## src/rtl/eg_pwrmnt_seq_if.sv

```systemverilog
// Signal bundle between the power-monitor sequencer, the PWRMNT macro pins and fabric logic.
// slave = sequencer side, master = fabric/macro side.
interface eg_pwrmnt_seq_if;
  logic       en;
  logic       sel_req;
  logic       fail_clr;
  logic       mon_sel_pwr;
  logic       mon_pwr_mnt_pd;
  logic       mon_pwr_dwn_n;
  logic       pwr_ok;
  logic       pwr_fail;
  logic       busy;
  // Event handshake: evt_code is held stable while evt_valid=1, and the
  // transfer happens on the clock edge where evt_valid & evt_ready are both 1.
  logic       evt_valid;
  logic [1:0] evt_code;
  logic       evt_ready;
  logic       evt_ovf;

  modport slave (
    input  en, sel_req, fail_clr, mon_pwr_dwn_n, evt_ready,
    output mon_sel_pwr, mon_pwr_mnt_pd, pwr_ok, pwr_fail, busy,
           evt_valid, evt_code, evt_ovf
  );

  modport master (
    output en, sel_req, fail_clr, mon_pwr_dwn_n, evt_ready,
    input  mon_sel_pwr, mon_pwr_mnt_pd, pwr_ok, pwr_fail, busy,
           evt_valid, evt_code, evt_ovf
  );
endinterface

```

## src/rtl/eg_pwrmnt_seq.sv

```systemverilog
// Sequencer for one EG_PHY_PWRMNT monitor: power-up/switch settling, synchronised and
// debounced pwr_dwn_n verdict, single-entry fault/recover event buffer.
module eg_pwrmnt_seq #(
  parameter int SETTLE_CYC = 64,
  parameter int DEB_CYC    = 8,
  parameter int PD_CYC     = 4
) (
  input  logic               clk,
  input  logic               rst_n,
  eg_pwrmnt_seq_if.slave     bus,
  output logic [2:0]         o_dbg_state
);

  localparam int MAXP_A = (SETTLE_CYC > DEB_CYC) ? SETTLE_CYC : DEB_CYC;
  localparam int MAXP   = (MAXP_A > PD_CYC) ? MAXP_A : PD_CYC;
  localparam int CW     = (MAXP > 1) ? $clog2(MAXP) : 1;

  localparam logic [CW-1:0] SETTLE_LD = CW'(SETTLE_CYC - 1);
  localparam logic [CW-1:0] PD_LD     = CW'(PD_CYC - 1);
  localparam logic [CW-1:0] DEB_LAST  = CW'(DEB_CYC - 1);

  typedef enum logic [2:0] {
    ST_OFF     = 3'd0,
    ST_SETTLE  = 3'd1,
    ST_MONITOR = 3'd2,
    ST_FAULT   = 3'd3,
    ST_SWITCH  = 3'd4
  } state_t;

  state_t          r_state, w_state_nx;
  logic [CW-1:0]   r_cnt, w_cnt_nx;
  logic [CW-1:0]   r_deb, w_deb_nx;
  logic            r_sync1, r_syn;
  logic            r_sel, w_sel_nx;
  logic            r_pd, r_ok, r_busy, r_fail, r_ovf;
  logic            r_evt_valid;
  logic [1:0]      r_evt_code;
  logic            w_sw_req, w_post_fault, w_post_rec, w_post, w_pop;
  logic [1:0]      w_post_code;

  // Raw pwr_dwn_n is asynchronous to clk; only r_syn is used downstream.
  always_ff @(posedge clk or negedge rst_n) begin
    if (!rst_n) begin
      r_sync1 <= 1'b1;
      r_syn   <= 1'b1;
    end else begin
      r_sync1 <= bus.mon_pwr_dwn_n;
      r_syn   <= r_sync1;
    end
  end

  assign w_sw_req = (bus.sel_req != r_sel);

  always_comb begin
    w_state_nx   = r_state;
    w_cnt_nx     = r_cnt;
    w_deb_nx     = r_deb;
    w_sel_nx     = r_sel;
    w_post_fault = 1'b0;
    w_post_rec   = 1'b0;
    if (!bus.en) begin
      w_state_nx = ST_OFF;
      w_cnt_nx   = '0;
      w_deb_nx   = '0;
    end else begin
      case (r_state)
        ST_OFF: begin
          w_sel_nx   = bus.sel_req;
          w_cnt_nx   = SETTLE_LD;
          w_deb_nx   = '0;
          w_state_nx = ST_SETTLE;
        end
        ST_SETTLE: begin
          if (w_sw_req) begin
            w_state_nx = ST_SWITCH;
            w_cnt_nx   = PD_LD;
            w_deb_nx   = '0;
          end else if (r_cnt == '0) begin
            w_state_nx = ST_MONITOR;
            w_deb_nx   = '0;
          end else begin
            w_cnt_nx = r_cnt - 1'b1;
          end
        end
        ST_MONITOR: begin
          // A pending switch pre-empts a verdict completing on the same edge.
          if (w_sw_req) begin
            w_state_nx = ST_SWITCH;
            w_cnt_nx   = PD_LD;
            w_deb_nx   = '0;
          end else if (!r_syn) begin
            if (r_deb == DEB_LAST) begin
              w_state_nx   = ST_FAULT;
              w_deb_nx     = '0;
              w_post_fault = 1'b1;
            end else begin
              w_deb_nx = r_deb + 1'b1;
            end
          end else begin
            w_deb_nx = '0;
          end
        end
        ST_FAULT: begin
          if (w_sw_req) begin
            w_state_nx = ST_SWITCH;
            w_cnt_nx   = PD_LD;
            w_deb_nx   = '0;
          end else if (r_syn) begin
            if (r_deb == DEB_LAST) begin
              w_state_nx = ST_MONITOR;
              w_deb_nx   = '0;
              w_post_rec = 1'b1;
            end else begin
              w_deb_nx = r_deb + 1'b1;
            end
          end else begin
            w_deb_nx = '0;
          end
        end
        ST_SWITCH: begin
          if (r_cnt == '0) begin
            w_sel_nx   = bus.sel_req;
            w_cnt_nx   = SETTLE_LD;
            w_state_nx = ST_SETTLE;
          end else begin
            w_cnt_nx = r_cnt - 1'b1;
          end
        end
        default: begin
          w_state_nx = ST_OFF;
          w_cnt_nx   = '0;
          w_deb_nx   = '0;
        end
      endcase
    end
  end

  always_ff @(posedge clk or negedge rst_n) begin
    if (!rst_n) begin
      r_state <= ST_OFF;
      r_cnt   <= '0;
      r_deb   <= '0;
      r_sel   <= 1'b0;
      r_pd    <= 1'b1;
      r_ok    <= 1'b0;
      r_busy  <= 1'b0;
    end else begin
      r_state <= w_state_nx;
      r_cnt   <= w_cnt_nx;
      r_deb   <= w_deb_nx;
      r_sel   <= w_sel_nx;
      r_pd    <= (w_state_nx == ST_OFF) || (w_state_nx == ST_SWITCH);
      r_ok    <= (w_state_nx == ST_MONITOR);
      r_busy  <= (w_state_nx == ST_SETTLE) || (w_state_nx == ST_SWITCH);
    end
  end

  assign w_pop       = r_evt_valid & bus.evt_ready;
  assign w_post      = w_post_fault | w_post_rec;
  assign w_post_code = w_post_fault ? 2'b01 : 2'b10;

  // Event buffer and sticky flags ignore en; a set always beats fail_clr.
  always_ff @(posedge clk or negedge rst_n) begin
    if (!rst_n) begin
      r_evt_valid <= 1'b0;
      r_evt_code  <= 2'b00;
      r_ovf       <= 1'b0;
      r_fail      <= 1'b0;
    end else begin
      if (w_post && (!r_evt_valid || w_pop)) begin
        r_evt_valid <= 1'b1;
        r_evt_code  <= w_post_code;
      end else if (w_pop) begin
        r_evt_valid <= 1'b0;
        r_evt_code  <= 2'b00;
      end

      if (w_post && r_evt_valid && !w_pop)
        r_ovf <= 1'b1;
      else if (bus.fail_clr)
        r_ovf <= 1'b0;

      if (w_post_fault)
        r_fail <= 1'b1;
      else if (bus.fail_clr)
        r_fail <= 1'b0;
    end
  end

  assign bus.mon_sel_pwr    = r_sel;
  assign bus.mon_pwr_mnt_pd = r_pd;
  assign bus.pwr_ok         = r_ok;
  assign bus.pwr_fail       = r_fail;
  assign bus.busy           = r_busy;
  assign bus.evt_valid      = r_evt_valid;
  assign bus.evt_code       = r_evt_code;
  assign bus.evt_ovf        = r_ovf;
  assign o_dbg_state        = r_state;

endmodule
```

## src/flat_wrapper.sv

```systemverilog
// flat-port wrapper written by rule: the top's interface ports become plain ports
module eg_pwrmnt_seq_flat 
#(
  parameter int SETTLE_CYC = 64,
  parameter int DEB_CYC    = 8,
  parameter int PD_CYC     = 4
)
  (clk, rst_n, o_dbg_state, bus_en, bus_sel_req, bus_fail_clr, bus_mon_pwr_dwn_n, bus_evt_ready, bus_mon_sel_pwr, bus_mon_pwr_mnt_pd, bus_pwr_ok, bus_pwr_fail, bus_busy, bus_evt_valid, bus_evt_code, bus_evt_ovf);
  eg_pwrmnt_seq_if bus_i ();
  input  logic clk;
  input  logic rst_n;
  output logic [2:0] o_dbg_state;
  input wire logic [$bits(bus_i.en)-1:0] bus_en;
  input wire logic [$bits(bus_i.sel_req)-1:0] bus_sel_req;
  input wire logic [$bits(bus_i.fail_clr)-1:0] bus_fail_clr;
  input wire logic [$bits(bus_i.mon_pwr_dwn_n)-1:0] bus_mon_pwr_dwn_n;
  input wire logic [$bits(bus_i.evt_ready)-1:0] bus_evt_ready;
  output wire logic [$bits(bus_i.mon_sel_pwr)-1:0] bus_mon_sel_pwr;
  output wire logic [$bits(bus_i.mon_pwr_mnt_pd)-1:0] bus_mon_pwr_mnt_pd;
  output wire logic [$bits(bus_i.pwr_ok)-1:0] bus_pwr_ok;
  output wire logic [$bits(bus_i.pwr_fail)-1:0] bus_pwr_fail;
  output wire logic [$bits(bus_i.busy)-1:0] bus_busy;
  output wire logic [$bits(bus_i.evt_valid)-1:0] bus_evt_valid;
  output wire logic [$bits(bus_i.evt_code)-1:0] bus_evt_code;
  output wire logic [$bits(bus_i.evt_ovf)-1:0] bus_evt_ovf;
  assign bus_i.en = bus_en;
  assign bus_i.sel_req = bus_sel_req;
  assign bus_i.fail_clr = bus_fail_clr;
  assign bus_i.mon_pwr_dwn_n = bus_mon_pwr_dwn_n;
  assign bus_i.evt_ready = bus_evt_ready;
  assign bus_mon_sel_pwr = bus_i.mon_sel_pwr;
  assign bus_mon_pwr_mnt_pd = bus_i.mon_pwr_mnt_pd;
  assign bus_pwr_ok = bus_i.pwr_ok;
  assign bus_pwr_fail = bus_i.pwr_fail;
  assign bus_busy = bus_i.busy;
  assign bus_evt_valid = bus_i.evt_valid;
  assign bus_evt_code = bus_i.evt_code;
  assign bus_evt_ovf = bus_i.evt_ovf;
  eg_pwrmnt_seq #(.SETTLE_CYC(SETTLE_CYC), .DEB_CYC(DEB_CYC), .PD_CYC(PD_CYC)) u_core (.clk(clk), .rst_n(rst_n), .bus(bus_i), .o_dbg_state(o_dbg_state));
endmodule
```

## config.mk

```make
export PLATFORM = sky130hd
export DESIGN_NAME = eg_pwrmnt_seq_flat
export DESIGN_NICKNAME = d
export VERILOG_FILES = /design/src/rtl/eg_pwrmnt_seq_if.sv /design/src/rtl/eg_pwrmnt_seq.sv /design/src/flat_wrapper.sv
export SDC_FILE = /design/constraint.sdc
export NUM_CORES = 1
export LEC_CHECK = 0
export CAP_MARGIN = 20
export CORE_MARGIN = 3
export CORE_UTILIZATION = 55
export DETAILED_ROUTE_END_ITERATION = 8
export HOLD_SLACK_MARGIN = 0.05
export PLACE_DENSITY = 0.79
export SETUP_SLACK_MARGIN = 0.05
export SLEW_MARGIN = 25
export SYNTH_ARGS = -nofsm -noshare
export SYNTH_HDL_FRONTEND = slang
export SYNTH_SLANG_ARGS = --single-unit
export TNS_END_PERCENT = 5
```

## constraint.sdc

```tcl
create_clock -name clk -period 2.54 [get_ports clk]
set_input_delay 0.508 -clock clk [delete_from_list [all_inputs] [get_ports clk]]
set_output_delay 0.508 -clock clk [all_outputs]
set_load 0.01 [all_outputs]
```

=== Yosys cells after proc, flatten, opt, wreduce, memory -nomap -nowiden ===
Index checks and enable logic that the tools add are counted.

* Register bits: 26
* Output and inout port bits: 12
* Logic and storage cells: 95

* Add/subtract/negate cells: 2
* Equal/unequal tests: 14
* Muxes and demuxes: 45
* Bitwise operators: 2
* Reductions and logical operators: 19

{| class="wikitable"
|+ Operator list
! operator !! number
|-
| $mux 6 || 13
|-
| $pmux 6 s4 || 2
|-
| $mux 3 || 10
|-
| $mux 1 || 15
|-
| $pmux 3 s5 || 1
|-
| $eq 3x2->1 const B || 3
|-
| $reduce_bool 2->1 || 4
|-
| $add 6x1->6 const B || 1
|-
| $eq 3x1->1 const B || 2
|-
| $eq 3x3->1 const B || 2
|-
| $eq 6x3->1 const B || 1
|-
| $logic_not 3->1 || 2
|-
| $logic_not 6->1 || 1
|-
| $mux 2 || 3
|-
| $sub 6x1->6 const B || 1
|-
| $ne 4x2->1 const B || 1
|-
| $ne 4x3->1 const B || 1
|-
| $reduce_and 2->1 || 2
|-
| $logic_and 1x1->1 || 3
|-
| $logic_or 1x1->1 || 3
|-
| $ne 3x2->1 const B || 1
|-
| $reduce_and 3->1 || 1
|-
| $logic_not 1->1 || 2
|-
| $ne 2x1->1 const B || 1
|-
| 6 further kinds || 6
|}

=== Logic depth before layout (Yosys ltp) ===
* Depth after elaboration: 10
* Mapped depth: 8
* Depth with buffers taken out: 7

=== Worst setup path after synthesis ===
No wires, ideal clock.

* Path type: register to register
* Start: register u_core.r_cnt[0]
* End: register u_core.r_cnt[2]
* Setup time: 0.132 ns
* Arrival: 1.707 ns
* Data required time: 2.408 ns
* Setup slack: 0.701 ns
* Stages on the path, launching flop included: 8
* Buffers on the path: 0
* Cell sequence: dfrtp_1 inv_1 ha_1 nor3b_2 a21boi_1 a32o_1 nor2_4 o32ai_2

* Word-level cells in the longest chain between the ends: 5
* Elaborated cells between the ends (all ways): 9
* Classes of those cells: add/sub: 1; eq/ne: 1; mux: 5; reduce/logical: 2

{| class="wikitable"
|+ RTL lines
! what !! line !! RTL
|-
| start: declaration || eg_pwrmnt_seq.sv:31 || <nowiki>logic [CW-1:0] r_cnt, w_cnt_nx;</nowiki>
|-
| start signal: assignment || eg_pwrmnt_seq.sv:149 || <nowiki>r_cnt <= w_cnt_nx;</nowiki>
|-
| $sub 6x1->6 || eg_pwrmnt_seq.sv:82, eg_pwrmnt_seq.sv:126 ||
|-
| $mux 6 || eg_pwrmnt_seq.sv:78 || <nowiki>end else if (r_cnt == '0) begin</nowiki>
|-
| $mux 6 || eg_pwrmnt_seq.sv:74 || <nowiki>if (w_sw_req) begin</nowiki>
|-
| $pmux 6 s4 || eg_pwrmnt_seq.sv:66 || <nowiki>case (r_state)</nowiki>
|-
| $mux 6 || eg_pwrmnt_seq.sv:61 || <nowiki>if (!bus.en) begin</nowiki>
|}

Several ways; a longest one is shown, not always the timed one. The select of a mux whose other input is x is not followed.
A chain may end at the register's enable or synchronous reset.

=== Final worst setup path ===
* Start: register u_core.r_state[2] (netlist: u_core.o_dbg_state[2])
* End: output o_dbg_state[2]

{| class="wikitable"
|+ RTL lines
! what !! line !! RTL
|-
| start: declaration || eg_pwrmnt_seq.sv:30 || <nowiki>state_t r_state, w_state_nx;</nowiki>
|-
| start signal: assignment || eg_pwrmnt_seq.sv:148 || <nowiki>r_state <= w_state_nx;</nowiki>
|-
| end: declaration || flat_wrapper.sv:12 || <nowiki>output logic [2:0] o_dbg_state;</nowiki>
|}

No word-level cell between the ends.

==> results.txt <==
largest net degree at the start of global routing - 27
count of buffers from port buffering - 18
synthesized cell area - 0.001533 mm2
destination of the critical timing path - o_dbg_state[2]
portion of the post-synthesis area used by sequential elements - 42.69%
Period Utilization, post-route - 89.70%
portion of netlist area occupied by mux cells - 1.388%
combinational family with the most area after synthesis - compound AO/OA/AOI/OAI gates
Post-Syn Nets - 167
Final Wtd Congestion - 0.8665
synth-to-layout area growth - 15.67%
pwr/cell area - 958.6 mW/mm2
initial antenna violation count - 0
wire length per cell after detailed routing - 16.32 um
Filler Cell Count - 202
Final min period - 2278 ps
tightest hold margin - 368.1 ps
post-synthesis xor/xnor area fraction - 1.633%
clock latency reported for the late side of the worst-skew pair - 310 ps
dpl ws - 153.3 ps
TritonCTS clock tree - yes
top fanout value on the critical path - 19
width of the chip - 58.79 um
Worst R2R End - u_core.r_cnt[4]
post-route antenna net violation count - 0
Critical Path Source Type - flip-flop
list of most frequent post-synthesis cells - 23 x dfrtp_1, 13 x nand2_1, 11 x inv_1, 11 x nor2_1
actual slew at the worst max-slew pin - 658.9 ps
RSZ-0062 raised after global routing - false
setup clock skew after layout - 6.152 ps
cell type of the slowest stage on the worst timing path - dfrtp_1
biggest area contributors in the synthesized netlist - dfrtp_1 38%, dfstp_2 5.1%, nand2_1 3.2%, o32ai_2 3.2%, inv_1 2.7%
worst path bufs/invs - 1
simple-gate share of the synthesized area - 22.04%
global-route wire length before repair - 5796 um
Remaining DRCs - 0
prevailing post-synth register cell - dfrtp_1
sinks on the clock net - 26
Max Transition Viols Final - 0
Crit path required time - 2030 ps
die area - 0.003456 mm2
post-route setup slack - 261.5 ps
Max-Cap Viols - 0
post-CTS setup buffer count - 0
overall die height - 58.79 um
leakage - 0.0007666 uW
Levels on crit path - 1
Synth top area share - 37.55%
worst slew margin relative to its limit - 56.08%
total via count in the routed design - 1,319
Synth Area in Compound Gates - 25.47%
starting density of the core - 59.70%
maximum VDD drop - 0.6726 mV
length in cells of the worst reg-to-reg path - 7
Achievable Freq - 0.4389 GHz
Post-CTS Hold Buffers - 0
number of distinct library cell variants in the gate-level netlist after synthesis - 55
detailed placer's ending HPWL - 2483 um
number of global-route vias before repair - 1,284
Arrival @ worst endpoint - 1770 ps
iteration-0 DRC count of the detailed router - 73
cell chosen for the clock root - clkbuf_4
most instantiated library cell after synthesis - dfrtp_1
critical path type - reg -> out
num ports - 19
setup TNS - 0 ps
Final Routed Wirelength - 3394 um
number of register bits inferred by synthesis - 26
run status - complete, no violations
final-report setup violation count - 0
number of instances resized during post-cts repair - 0
count of flip-flops with a built-in enable after synthesis - 0
clock tree buffer depth - 2
Crit path max-delay family - flip-flops
clock slew at the register clock pins of the worst setup and hold paths - 140 ps
number of warnings issued by yosys - 0
first-pass iteration count of the detailed router - 4
final core occ - 69.05%
gr usage total - 21.62%
stage delay of the slowest cell on the critical path - 790 ps
share of flip-flops with an asynchronous set or reset - 100.0%
grt total ovfl - 0
ordered list of cells on the worst path - clkdlybuf4s50_1
startpoint of the worst register-to-register path - u_core.r_cnt[0]
# rows - 18
mean post-synth cell area - 9.701 um2
number of inserted diodes - 0
post-detailed-route via-to-cell ratio - 6.341
number of cells produced by synthesis - 158
number of CTS-inserted buffers - 3
Hold Path Depth - 0
number of levels in the clock H-tree - 1
Setup crit start - u_core.o_dbg_state[2]
area of the core - 0.002567 mm2
flop-to-flop setup slack - 300 ps
share of synthesized cell area in full adder, half adder and majority cells - 1.633%
fraction of final layout cells with drive strength greater than 1 - 15.17%
most area-hungry cell type in the Yosys netlist - dfrtp_1
Hold Fails Final Rpt - 0
total power draw - 1700 uW
Critical Path End Type - primary output
class of the most critical hold timing path - reg -> reg
net count of the finished layout - 188
-- worst min-delay path by stage --
| stage | from | endpoint | slack [ps] |
|---|---|---|---|
| finish | u_core.r_sync1 | u_core.r_syn | 370 |
| global placement | u_core.r_sync1 | u_core.r_syn | 350 |
| global route | u_core.r_sync1 | u_core.r_syn | 370 |
| floorplan | rst_n | u_core.bus.busy | 210 |
| CTS | u_core.r_sync1 | u_core.r_syn | 370 |
| detailed placement | u_core.r_sync1 | u_core.r_syn | 350 |
-- cell type report --
cell class	instances	area [um2]	share of cell area, %
Clock buffer	4	26.28	1.482
Inverter	12	45.04	2.541
Multi-Input combinational cell	114	799.5	45.10
Sequential cell	26	654.4	36.91
Tap cell	30	37.54	2.117
Timing Repair Buffer	22	210.2	11.86
-- metrics by stage --
stage | instances | cell area [um2]
after floorplan | 158 | 1533
after global placement | 204 | 1747
after detailed placement | 204 | 1747
after CTS | 208 | 1773
after global routing | 208 | 1773
final | 208 | 1773
-- routing by layer --
layer  up-vias  global-route usage (%)  routed length (um)
met3         4                   3.509                 278
met4         0                   7.120                  38
met1       633                   28.59                1497
met5         -                       0                   0
met2        60                   35.96                1579
li1        622                       -                   -
-- state kept, by name, summed over array words and instances (netlist names) --
name and count:
u_core.bus.mon_pwr_mnt_pd 1, u_core.r_deb 6, u_core.o_dbg_state 3, u_core.r_cnt 6
u_core.r_syn 1, u_core.bus.evt_ovf 1, u_core.bus.mon_sel_pwr 1, u_core.bus.evt_valid 1
u_core.r_sync1 1, u_core.bus.pwr_fail 1, u_core.bus.busy 1, u_core.bus.evt_code 2
u_core.bus.pwr_ok 1
-- cell families after synthesis --
family,count (synthesis)
buf+inv,18
flops,26
mux,2
xor+xnor,2
simple gates,59
compound gates,49
fa+ha+maj,2
-- report_power, final --
| group | internal (uW) | switching, uW | total (uW) |
|---|---|---|---|
| Sequential | 507 | 139 | 647 |
| Combinational | 396 | 477 | 873 |
| Clock | 61.3 | 119 | 180 |
-- worst register-to-register path, cell delays in order, from the launching register on --
cell and delay [ps]:
dfrtp_1 430, inv_1 130, ha_1 240, nor3b_2 440, a21boi_1 180, a32o_1 330, nor2_4 250, o32ai_2 140
-- placed cells by master (no fill, tap or decap), drive strengths merged, types with 4 or more instances in the layout --
master         netlist  final
inv                 12     12
clkdlybuf4s50        0     18
buf                  4      4
nor3                 6      6
dfrtp               23     23
nor2                13     13
nand3                7      7
nand2               13     13
clkbuf               2      4
a21oi                8      8
and2                 5      5
o21ai               13     13
No activity file was read; power rests on OpenSTA's default activity.
